==> config.mk <==
export PLATFORM = sky130hd
export DESIGN_NAME = ysyx_lsu_sq
export DESIGN_NICKNAME = d
export VERILOG_FILES = /design/src/rtl/ysyx_lsu_sq_pkg.sv /design/src/rtl/ysyx_lsu_sq_fwd.sv /design/src/rtl/ysyx_lsu_sq.sv
export SDC_FILE = /design/constraint.sdc
export NUM_CORES = 1
export LEC_CHECK = 0
export ABC_AREA = 0
export BUFFER_PORTS_ARGS = -buffer_cell sky130_fd_sc_hd__buf_2
export CORE_MARGIN = 5
export CORE_UTILIZATION = 61
export CTS_BUF_LIST = sky130_fd_sc_hd__clkbuf_8
export CTS_CLUSTER_DIAMETER = 50
export DETAILED_ROUTE_END_ITERATION = 10
export HOLD_SLACK_MARGIN = 0.05
export PLACE_DENSITY = 0.91
export SETUP_SLACK_MARGIN = 0.15
export SYNTH_ARGS = -nofsm -noshare
export SYNTH_HDL_FRONTEND = slang
export SYNTH_SLANG_ARGS = --single-unit
export TNS_END_PERCENT = 10
==> constraint.sdc <==
create_clock -name clock -period 7.1 [get_ports clock]
set_clock_uncertainty 0.05 [all_clocks]
set_input_delay 0.71 -clock clock [delete_from_list [all_inputs] [get_ports clock]]
set_output_delay 0.71 -clock clock [all_outputs]
set_load 0.05 [all_outputs]
==> src/rtl/ysyx_lsu_sq_pkg.sv <==
// Shared LSU store-queue types: drain engine states and default queue depth.
package ysyx_lsu_sq_pkg;

    localparam int unsigned SQ_SIZE_DEFAULT = 4;

    typedef enum logic [1:0] {
        SQ_IDLE = 2'd0,
        SQ_REQ  = 2'd1,
        SQ_RESP = 2'd2
    } sq_drain_e;

endpackage

==> src/rtl/ysyx_lsu_sq_fwd.sv <==
// Combinational store-to-load forwarding: per byte lane, the youngest valid
// word-matching entry with its strobe set supplies the byte.
module ysyx_lsu_sq_fwd
    import ysyx_lsu_sq_pkg::*;
#(
    parameter  int unsigned SQ_SIZE = SQ_SIZE_DEFAULT,
    parameter  int unsigned XLEN    = 32,
    localparam int unsigned PW      = $clog2(SQ_SIZE),
    localparam int unsigned NB      = XLEN / 8
)(
    input  logic [XLEN-1:0]    i_addr [SQ_SIZE],
    input  logic [XLEN-1:0]    i_data [SQ_SIZE],
    input  logic [NB-1:0]      i_strb [SQ_SIZE],
    input  logic [SQ_SIZE-1:0] i_valid,
    input  logic [PW-1:0]      i_head,
    input  logic [XLEN-1:0]    i_ld_addr,
    input  logic [NB-1:0]      i_ld_strb,
    output logic [XLEN-1:0]    o_fwd_data,
    output logic [NB-1:0]      o_covered
);

    localparam logic [XLEN-1:0] WORD_MASK = ~XLEN'(3);

    logic [XLEN-1:0] w_merged;
    logic [NB-1:0]   w_supplied;
    logic [PW-1:0]   w_idx;

    // Walk oldest (head) to youngest so later matches overwrite earlier ones.
    always_comb begin
        w_merged   = '0;
        w_supplied = '0;
        w_idx      = '0;
        for (int unsigned k = 0; k < SQ_SIZE; k++) begin
            w_idx = i_head + PW'(k);
            if (i_valid[w_idx] && (((i_addr[w_idx] ^ i_ld_addr) & WORD_MASK) == '0)) begin
                for (int unsigned b = 0; b < NB; b++) begin
                    if (i_strb[w_idx][b]) begin
                        w_merged[8*b +: 8] = i_data[w_idx][8*b +: 8];
                        w_supplied[b]      = 1'b1;
                    end
                end
            end
        end
    end

    assign o_covered = w_supplied & i_ld_strb;

    always_comb begin
        o_fwd_data = '0;
        for (int unsigned b = 0; b < NB; b++) begin
            if (o_covered[b]) begin
                o_fwd_data[8*b +: 8] = w_merged[8*b +: 8];
            end
        end
    end

endmodule

==> src/rtl/ysyx_lsu_sq.sv <==
// Store queue: circular buffer of committed stores, byte-granular forwarding,
// and a single-outstanding IDLE/REQ/RESP write-drain engine.
module ysyx_lsu_sq
    import ysyx_lsu_sq_pkg::*;
#(
    parameter  int unsigned SQ_SIZE = SQ_SIZE_DEFAULT,
    parameter  int unsigned XLEN    = 32,
    localparam int unsigned PW      = $clog2(SQ_SIZE),
    localparam int unsigned CW      = $clog2(SQ_SIZE) + 1,
    localparam int unsigned NB      = XLEN / 8
)(
    input  logic            clock,
    input  logic            reset,
    input  logic            commit_valid,
    output logic            commit_ready,
    input  logic [XLEN-1:0] commit_addr,
    input  logic [XLEN-1:0] commit_data,
    input  logic [NB-1:0]   commit_strb,
    input  logic            ld_valid,
    input  logic [XLEN-1:0] ld_addr,
    input  logic [NB-1:0]   ld_strb,
    output logic            fwd_hit,
    output logic            fwd_stall,
    output logic [XLEN-1:0] fwd_data,
    output logic            bus_awvalid,
    output logic [XLEN-1:0] bus_awaddr,
    output logic [XLEN-1:0] bus_wdata,
    output logic [NB-1:0]   bus_wstrb,
    input  logic            bus_wready,
    input  logic            bus_bvalid,
    output logic            sq_empty,
    output logic [CW-1:0]   sq_count
);

    logic [XLEN-1:0]    r_addr [SQ_SIZE];
    logic [XLEN-1:0]    r_data [SQ_SIZE];
    logic [NB-1:0]      r_strb [SQ_SIZE];
    logic [PW-1:0]      r_head;
    logic [PW-1:0]      r_tail;
    logic [CW-1:0]      r_count;
    sq_drain_e          r_state;
    sq_drain_e          w_state_nxt;
    logic               w_push;
    logic               w_pop;
    logic [SQ_SIZE-1:0] w_valid;
    logic [PW-1:0]      w_off;
    logic [NB-1:0]      w_covered;

    assign commit_ready = (r_count != CW'(SQ_SIZE));
    assign w_push       = commit_valid && commit_ready;
    assign w_pop        = (r_state == SQ_RESP) && bus_bvalid;

    always_ff @(posedge clock) begin
        if (w_push) begin
            r_addr[r_tail] <= commit_addr;
            r_data[r_tail] <= commit_data;
            r_strb[r_tail] <= commit_strb;
        end
    end

    always_ff @(posedge clock) begin
        if (reset) begin
            r_head  <= '0;
            r_tail  <= '0;
            r_count <= '0;
        end else begin
            if (w_push) r_tail <= r_tail + PW'(1);
            if (w_pop)  r_head <= r_head + PW'(1);
            case ({w_push, w_pop})
                2'b10:   r_count <= r_count + CW'(1);
                2'b01:   r_count <= r_count - CW'(1);
                default: ;
            endcase
        end
    end

    always_ff @(posedge clock) begin
        if (reset) r_state <= SQ_IDLE;
        else       r_state <= w_state_nxt;
    end

    always_comb begin
        w_state_nxt = r_state;
        bus_awvalid = 1'b0;
        case (r_state)
            SQ_IDLE: if (r_count != '0) w_state_nxt = SQ_REQ;
            SQ_REQ: begin
                bus_awvalid = 1'b1;
                if (bus_wready) w_state_nxt = SQ_RESP;
            end
            SQ_RESP: if (bus_bvalid) w_state_nxt = SQ_IDLE;
            default: w_state_nxt = SQ_IDLE;
        endcase
    end

    // Bus fields read as zero whenever no request is being offered.
    assign bus_awaddr = bus_awvalid ? r_addr[r_head] : '0;
    assign bus_wdata  = bus_awvalid ? r_data[r_head] : '0;
    assign bus_wstrb  = bus_awvalid ? r_strb[r_head] : '0;

    always_comb begin
        w_valid = '0;
        w_off   = '0;
        for (int unsigned i = 0; i < SQ_SIZE; i++) begin
            w_off      = PW'(i) - r_head;
            w_valid[i] = ({1'b0, w_off} < r_count);
        end
    end

    ysyx_lsu_sq_fwd #(
        .SQ_SIZE (SQ_SIZE),
        .XLEN    (XLEN)
    ) u_fwd (
        .i_addr     (r_addr),
        .i_data     (r_data),
        .i_strb     (r_strb),
        .i_valid    (w_valid),
        .i_head     (r_head),
        .i_ld_addr  (ld_addr),
        .i_ld_strb  (ld_strb),
        .o_fwd_data (fwd_data),
        .o_covered  (w_covered)
    );

    assign fwd_hit   = ld_valid && (w_covered == ld_strb) && (ld_strb != '0);
    assign fwd_stall = ld_valid && (w_covered != '0) && (w_covered != ld_strb);
    assign sq_empty  = (r_count == '0) && (r_state == SQ_IDLE);
    assign sq_count  = r_count;

endmodule

[Word-level counts from Yosys, hierarchy flattened]
Index checks and enable logic that the tools add are counted.
Word-level totals
  bits in registers: 281
  output and inout bits: 108
  bits of input ports: 110
  word-level logic and storage cells: 187
Cells by class
  bitwise operators: 10
  equality and inequality tests: 10
  mux-type cells: 104
  $add $sub $neg: 10
  $lt $le $gt $ge: 14
  reduce and logical (&&, ||, !) cells: 23
Operators with widths (count)
  2-to-1 mux 32 bit: 23
  binary-select mux 32 bit (select 2 bit): 8
  bitwise mux 128 bit: 2
  2-to-1 mux 8 bit: 20
  logical NOT 32 bit: 4
  XOR 32 bit: 4
  demux 32 bit (select 2 bit): 1
  2-to-1 mux 4 bit: 14
  binary-select mux 4 bit (select 2 bit): 4
  2-to-1 mux 1 bit: 21
  bitwise mux 16 bit: 1
  >= comparator 3 bit (second input constant): 5
  inverter 2 -> 3 bit: 5
  logical AND 1 bit: 12
  < comparator 2 x 3 -> 1 bit: 4
  < comparator 2 x 3 -> 1 bit (second input constant): 4
  binary-select mux 1 bit (select 2 bit): 4
  demux 4 bit (select 2 bit): 1
  nonzero test 4 bit: 2
  2-to-1 mux 2 bit: 3
  inequality test 2 bit (second input constant): 3
  case mux 2 bit (3 select lines): 1
  case mux 3 bit (2 select lines): 1
  adder 2 x 1 -> 2 bit (second input constant): 2
  17 further kinds: 22

[Depth between registers and ports, before layout]
Gate-level depths: netlist (run 1).
  depth in word-level cells: 18
  gate-level depth with buffers: 26
  mapped depth without buffers: 12

[By module]
Synthesis (run 1) repeated with hierarchy kept, for this count alone.
Second synthesis, totals
  cell total of the unflattened synthesis: 1786
  area total of the unflattened synthesis: 20845.0 um2
Modules (own cells, without submodules)
  ysyx_lsu_sq: area an instance 10971.8 um2, cells each 515, times used 1, seq. area each 8348.0 um2
  ysyx_lsu_sq_fwd: area an instance 9873.2 um2, cells each 1271, times used 1, seq. area each 0.0 um2

[Worst setup path after synthesis (run 1)]
OpenSTA, ideal clock, no wires.
  kind: flip-flop to output port
  start: reg r_head[1]
  end: out fwd_data[0]
  arrival time: 6.454 ns
  path slack: -0.114 ns
  buffers on the path: 13
  data required time: 6.340 ns
  stages on the path, launching flop included: 24
  cell sequence: dfxtp_1 buf_2 buf_4 buf_4 buf_4 buf_2 buf_2 buf_2 buf_2 buf_2 buf_2 buf_2 buf_1 xnor2_1 ha_1 mux2i_1 o21ai_0 a211o_1 a2111oi_4 nand4_4 or3_1 buf_6 a41o_4 a221oi_1
On the way
  longest elaborated chain between the ends: 16
  elaborated cells between the ends (all ways): 89
RTL lines
  start: declaration: RTL line ysyx_lsu_sq.sv:38  | logic [PW-1:0] r_head;
  start signal: assignment: RTL line ysyx_lsu_sq.sv:68  | if (w_pop) r_head <= r_head + PW'(1);
  branches (longest 15 deep; another with < comparator 2 x 3 -> 1 bit)
  2-to-1 mux 8 bit (*): RTL line ysyx_lsu_sq_fwd.sv:51  | if (o_covered[b]) begin
  end: declaration: RTL line ysyx_lsu_sq.sv:24  | output logic [XLEN-1:0] fwd_data,
Every way passes the cells marked *. The select of a mux whose other input is x is not followed.

[Worst setup path in the final report (run 1)]
  start: reg r_head[0]
  end: out fwd_stall
On the way
  longest elaborated chain between the ends: 18
  elaborated cells between the ends (all ways): 84
RTL lines
  branches (longest 13 deep; another with < comparator 2 x 3 -> 1 bit)
  2-to-1 mux 4 bit (*): RTL line ysyx_lsu_sq_fwd.sv:35  | if (i_valid[w_idx] && (((i_addr[w_idx] ^ i_ld_addr) & WORD_MASK) == '0)) begin
  AND 4 bit (*): RTL line ysyx_lsu_sq_fwd.sv:46  | assign o_covered = w_supplied & i_ld_strb;
  nonzero test 4 bit: RTL line ysyx_lsu_sq.sv:126  | assign fwd_stall = ld_valid && (w_covered != '0) && (w_covered != ld_strb);
  logical AND 1 bit: RTL line ysyx_lsu_sq.sv:126
  logical AND 1 bit (*): RTL line ysyx_lsu_sq.sv:126
  end: declaration: RTL line ysyx_lsu_sq.sv:23  | output logic fwd_stall,
Marked as above.

==> results of run 1 <==
## synth_stat cells (all sizes together), types with 3 or more instances
cell type,number
nor3,16
or3,6
inv,42
clkbuf,36
nand2,82
a221oi,26
o21a,21
ha,9
mux2i,135
edfxtp,272
a311oi,4
mux4,108
o21ai,76
xnor2,70
and2,42
nand3,32
buf,69
nor2,76
dfxtp,9
nor4,13
nand2b,11
xor2,64
nor2b,5
and3,15
a21oi,45
nand4,28
or4,6
a2111oi,6
o221a,7
mux2,52
a211oi,24
nor3b,7
o41a,4
nor4b,3
a31oi,4
or3b,6
## worst paths after layout
| path | endpoint | slack [ns] | depth (start not counted) |
|---|---|---|---|
| setup / recovery | fwd_stall | 0.48 | 12 |
| hold / removal | r_addr[108]$_DFFE_PP_ | 0.28 | 1 |
| setup reg to reg | sq_count[2]$_SDFFE_PP0P_ | 4.56 | 9 |
| hold reg to reg | r_tail[1]$_SDFFE_PP0P_ | 0.47 | 2 |
## cell type report
cell class / count / area (sq um) / share of cell area
clock inverter: 34 / 212.7 / 0.01033
sequential: 281 / 8356 / 0.4058
tap: 390 / 488.0 / 0.02370
timing repair buffer: 241 / 1284 / 0.06234
inverter: 42 / 157.7 / 0.007656
antenna: 12 / 30.03 / 0.001458
multi-input combinational: 1032 / 9320 / 0.4526
clock buffer: 54 / 743.2 / 0.03609
## power groups by stage
stage / combinational [mW] / sequential, mW / clock [mW]
2_1_floorplan: 0.589 / 1.99 / 0
3_3_place_gp: 0.796 / 2.00 / 0
3_5_place_dp: 0.817 / 2.01 / 0
4_1_cts: 0.824 / 1.97 / 1.45
5_1_grt: 0.872 / 1.98 / 1.54
6_report: 0.832 / 1.98 / 1.44
## kinds of logic after synthesis
| logic type | after synthesis | synth area share |
|---|---|---|
| compound gates | 238 | 0.09304 |
| buf+inv | 147 | 0.04029 |
| flops | 281 | 0.4541 |
| simple gates | 355 | 0.1025 |
| fa+ha+maj | 10 | 0.007215 |
| mux | 295 | 0.2390 |
| xor+xnor | 134 | 0.06384 |
## metrics by stage
stage	setup TNS (ns)	worst slack, ns	hold WS, ns	std cells
floorplan	-0.9558	-0.1143	0.4192	1460
global placement	0	1.244	0.4346	1986
detailed placement	0	1.149	0.4488	1986
CTS	0	0.4870	0.2646	2074
global route	0	0.1723	0.2678	2082
finish	0	0.4772	0.2811	2086
## routing by layer
metal  GRT usage  routed length, um  vias up
met5           0                 77        -
met4      0.1418               2809       12
met3     0.05975               5326      228
met2      0.4582              23480      950
met1      0.3769              18010     6875
li1            -                  -     6079
## critical path, stage by stage (launching register included)
cell       delay [ns]
dfxtp_4          1.10
buf_4            0.68
mux2i_2          0.32
xnor2_1          0.10
or4_1            0.54
a221oi_2         0.35
nand4_4          0.28
a2111oi_4        0.34
buf_4            0.29
o41a_1           0.53
nor4b_4          0.10
a311oi_2         0.29
buf_2            0.32
## sequential cells by signal, summed over array words and instances, names as in the netlist
register,cells
r_addr,128
r_data,128
r_head,2
r_state,2
r_strb,16
r_tail,2
sq_count,3
==> results by group, run 1 <==
Status
  • Outcome: complete, no violations

Worst setup path
  • Worst path required time: 6.34 ns
  • Crit path from: r_head[0]$_SDFFE_PP0P_
  • Crit path kind: reg -> out
  • Worst-path fanout max: 67
  • Crit Reg-Reg Startpoint: sq_count[2]$_SDFFE_PP0P_
  • Worst setup SP type: flip-flop
  • Critical Path Sink Type: primary output
  • Critical Path AT: 5.86 ns

Cells and area
  • Post-layout util: 0.6929
  • Final instance area: 20590 sq um
  • Fillers: 1964
  • Synth-to-Final Area Change: 12.01%
  • Nets: 1765
  • Most frequent cells in the layout: edfxtp_1, buf_2, mux2i_1
  • Commonest non-fill, non-tap cell in the layout: edfxtp_1
  • Share of cells above drive strength 1: 0.3040

Floorplan
  • Row Count: 63
  • Core region area: 29720 sq um
  • Total die area: 33710 sq um
  • Initial core utilization: 0.6186
  • IO Pins: 218
  • Die X-Extent: 183.6 um
  • Die Y: 183.6 um

Place
  • Placed Area: 19610 sq um
  • # port buffers: 215
  • DP Wirelength: 33790 um
  • Routability Congestion: 0.9259

Timing
  • FMAX: 151.0 MHz
  • Final setup fails: 0
  • RSZ-0062 raised after global routing: no
  • Final Max Tran Viols: 0
  • Final period utilization: 0.9328
  • Worst slew pin tran: 1.115 ns
  • Final hold vios: 0
  • Clock period minus worst slack: 6.623 ns
  • Slew margin rel.: 0.2570

Flow run
  • MaxCap Viol Count: 0

Pwr
  • NetSw: 1.287 mW
  • PD cells: 206.4 nW/um^2
  • Total power: 4.249 mW
  • Worst IR Drop VDD: 0.0002317 V
  • Comb power frac: 0.196
  • Clock share of power: 0.339
  • LEAKAGE: 6.957 nW
  • Sw frac: 0.3028
  • Internal power: 2.963 mW
  • Flop pwr share: 0.465

Detailed routing
  • Detailed Route WL: 49700 um
  • Post-route DRC violation count: 0
  • Initial drt markers: 1780
  • Average wire per standard cell: 23.83 um
  • TritonRoute pass-1 iters: 6
  • DR vias/cell: 6.780
  • Post-route ant nets: 0
  • Routed vias: 14140

GRT
  • Initial antenna violation count: 16
  • First-pass GRT wire length: 76380 um
  • Vias in the first global route: 13970
  • Largest net degree at the start of global routing: 93
  • Global route overflow: 0
  • Total track usage: 0.2869

Clock tree
  • H-Tree Depth: 2
  • # hold bufs at CTS: 0
  • CTS Buffer Depth: 3
  • CTS tree: yes
  • CTS-repair resized insts: 0
  • Clock tree root driver cell: clkbuf_8
  • Worst-skew pair later-pin latency: 0.59 ns
  • Clock Sinks: 281
  • CTS Buf Count: 47
  • Setup Buffers After CTS: 0
  • Clk pin slew, worst setup/hold paths: 0.07 ns

Synth
  • Synth async-reset ratio: 0
  • Register area share after synthesis: 0.4541
  • Synth Register Bits: 281
  • Top-area cell type share of the netlist area: 0.4443
  • Yosys cell types: 77
  • Avg Cell Area, Syn: 12.59 sq um
  • Synthesized area: 18380 sq um
  • Ranking of synthesized cells by area: edfxtp_1, mux4_2, mux2i_1
  • EDFF count, synth: 272
  • Ys Warns: 0
  • Area leader, netlist: edfxtp_1
  • Synth Instances: 1460
  • Syn nets: 1580
  • Commonest register cell after synthesis: edfxtp_1

Min path
  • Class of the worst hold path: in -> reg
  • Hold Startpoint: commit_addr[12]
(Power assumes the default switching activity.)
==> run 2: changes to the inputs <==
--- a/config.mk
+++ b/config.mk
@@ -13,8 +13,10 @@
 export CTS_CLUSTER_DIAMETER = 50
 export DETAILED_ROUTE_END_ITERATION = 10
 export HOLD_SLACK_MARGIN = 0.05
+export MAX_ROUTING_LAYER = met4
 export PLACE_DENSITY = 0.91
 export SETUP_SLACK_MARGIN = 0.15
+export SKIP_LAST_GASP = 1
 export SYNTH_ARGS = -nofsm -noshare
 export SYNTH_HDL_FRONTEND = slang
 export SYNTH_SLANG_ARGS = --single-unit
==> constraint.sdc (replaced) <==
create_clock -name clock -period 7.1 [get_ports clock]
set_clock_uncertainty 0.05 [all_clocks]
set_input_delay 0.71 -clock clock [delete_from_list [all_inputs] [get_ports clock]]
set_output_delay 0.71 -clock clock [all_outputs]
set_load 0.005 [all_outputs]
==> results by group, run 2 (synthesis gave the netlist of run 1 again) <==
Clock tree
  • CTS Buffer Depth: 3
  • Clock Sinks: 281
  • Clock tree root driver cell: clkbuf_8
  • # hold bufs at CTS: 0
  • Setup Buffers After CTS: 0
  • CTS-repair resized insts: 0
  • Worst-skew pair later-pin latency: 0.57 ns
  • CTS tree: yes
  • CTS Buf Count: 46
  • H-Tree Depth: 2
  • Clk pin slew, worst setup/hold paths: 0.07 ns

Timing
  • Final hold vios: 0
  • Final period utilization: 0.9191
  • Clock period minus worst slack: 6.525 ns
  • Sum Neg Setup Slack: 0 ns
  • Final setup fails: 0
  • Worst slew pin tran: 1.134 ns
  • FMAX: 153.2 MHz
  • Final Max Tran Viols: 0
  • Slew margin rel.: 0.2442
  • RSZ-0062 raised after global routing: no
  • Hold_ws: 0.2947 ns

Worst setup path
  • Worst path required time: 6.34 ns
  • Worst setup SP type: flip-flop
  • Worst-path fanout max: 76
  • Crit path kind: reg -> out
  • Critical Path Sink Type: primary output
  • Critical Path AT: 5.77 ns

Cells and area
  • Share of cells above drive strength 1: 0.2986
  • Commonest non-fill, non-tap cell in the layout: edfxtp_1
  • Synth-to-Final Area Change: 11.58%
  • Largest regs: r_addr: 128 flops, r_data: 128 flops, r_strb: 16 flops
  • Final instance area: 20510 sq um
  • Most frequent cells in the layout: edfxtp_1, buf_2, mux2i_1
  • Nets: 1764

Min path
  • Class of the worst hold path: in -> reg

Detailed routing
  • Post-route DRC violation count: 0
  • Detailed Route WL: 49530 um
  • Routed vias: 14090
  • Post-route ant nets: 0
  • Initial drt markers: 1685
  • DR vias/cell: 6.760
  • TritonRoute pass-1 iters: 5
  • Average wire per standard cell: 23.77 um

Floorplan
  • Initial core utilization: 0.6186
  • IO Pins: 218
  • Die Y: 183.6 um
  • Die X-Extent: 183.6 um
  • Total die area: 33710 sq um
  • Core region area: 29720 sq um
  • Row Count: 63

GRT
  • Global route overflow: 0
  • Total track usage: 0.2949
  • First-pass GRT wire length: 76450 um
  • Vias in the first global route: 14160
  • Initial antenna violation count: 14
  • Largest net degree at the start of global routing: 92

Place
  • # port buffers: 215
  • Routability Congestion: 0.9455
  • Placed Area: 19620 sq um
  • DP Wirelength: 33700 um

Status
  • Outcome: complete, no violations

Flow run
  • MaxCap Viol Count: 0

Pwr
  • Total power: 3.961 mW
  • PD cells: 193.1 nW/um^2
  • LEAKAGE: 6.888 nW
  • Worst IR Drop VDD: 0.0001902 V
[run 2: worst paths after layout]
kind | from | cells past startpoint | to | slack [ns]
max | r_head[1]$_SDFFE_PP0P_ | 11 | fwd_stall | 0.57
min | commit_addr[9] | 1 | r_addr[41]$_DFFE_PP_ | 0.29
max reg2reg | sq_count[2]$_SDFFE_PP0P_ | 9 | sq_count[2]$_SDFFE_PP0P_ | 4.58
min reg2reg | r_tail[1]$_SDFFE_PP0P_ | 2 | r_tail[1]$_SDFFE_PP0P_ | 0.45
[run 2: metrics by stage]
step                setup WS, ns  instances  utilization
finish                    0.5747       2084       0.6902
global placement           1.458       1986       0.6601
CTS                       0.6778       2068       0.6889
global route              0.3309       2082       0.6901
detailed placement         1.305       1986       0.6601
floorplan                 0.7221       1460            -
[run 2: worst max-delay path, cell delays in order (launching register included)]
cell	delay (ns)
dfxtp_4	0.95
buf_4	0.48
mux4_2	0.57
xnor2_1	0.16
o21ai_0	0.10
nor3_1	0.47
nand2_1	0.36
or4_1	0.95
a41oi_4	0.60
nor4b_4	0.09
a311oi_2	0.28
buf_2	0.16
[run 2: final cells by class]
cell class | count | area (sq um)
timing repair buffer | 241 | 1296
fill | 1994 | 9205
antenna | 16 | 40.04
sequential | 281 | 8356
inverter | 42 | 157.7
tap | 390 | 488.0
multi-input combinational | 1032 | 9320
clock inverter | 35 | 207.7
clock buffer | 47 | 646.9
[run 2: where the power goes]
| part | internal, mW | switching, mW |
|---|---|---|
| combinational | 0.271 | 0.372 |
| sequential | 1.92 | 0.0599 |
| clock | 0.691 | 0.652 |
[run 2: layer usage]
layer | global-route usage | vias up | part of all wire
li1 | - | 6075 | -
met4 | 0.1311 | 0 | 0.045
met1 | 0.3681 | 6891 | 0.37
met2 | 0.4685 | 935 | 0.48
met5 | - | - | 0
met3 | 0.06213 | 187 | 0.11
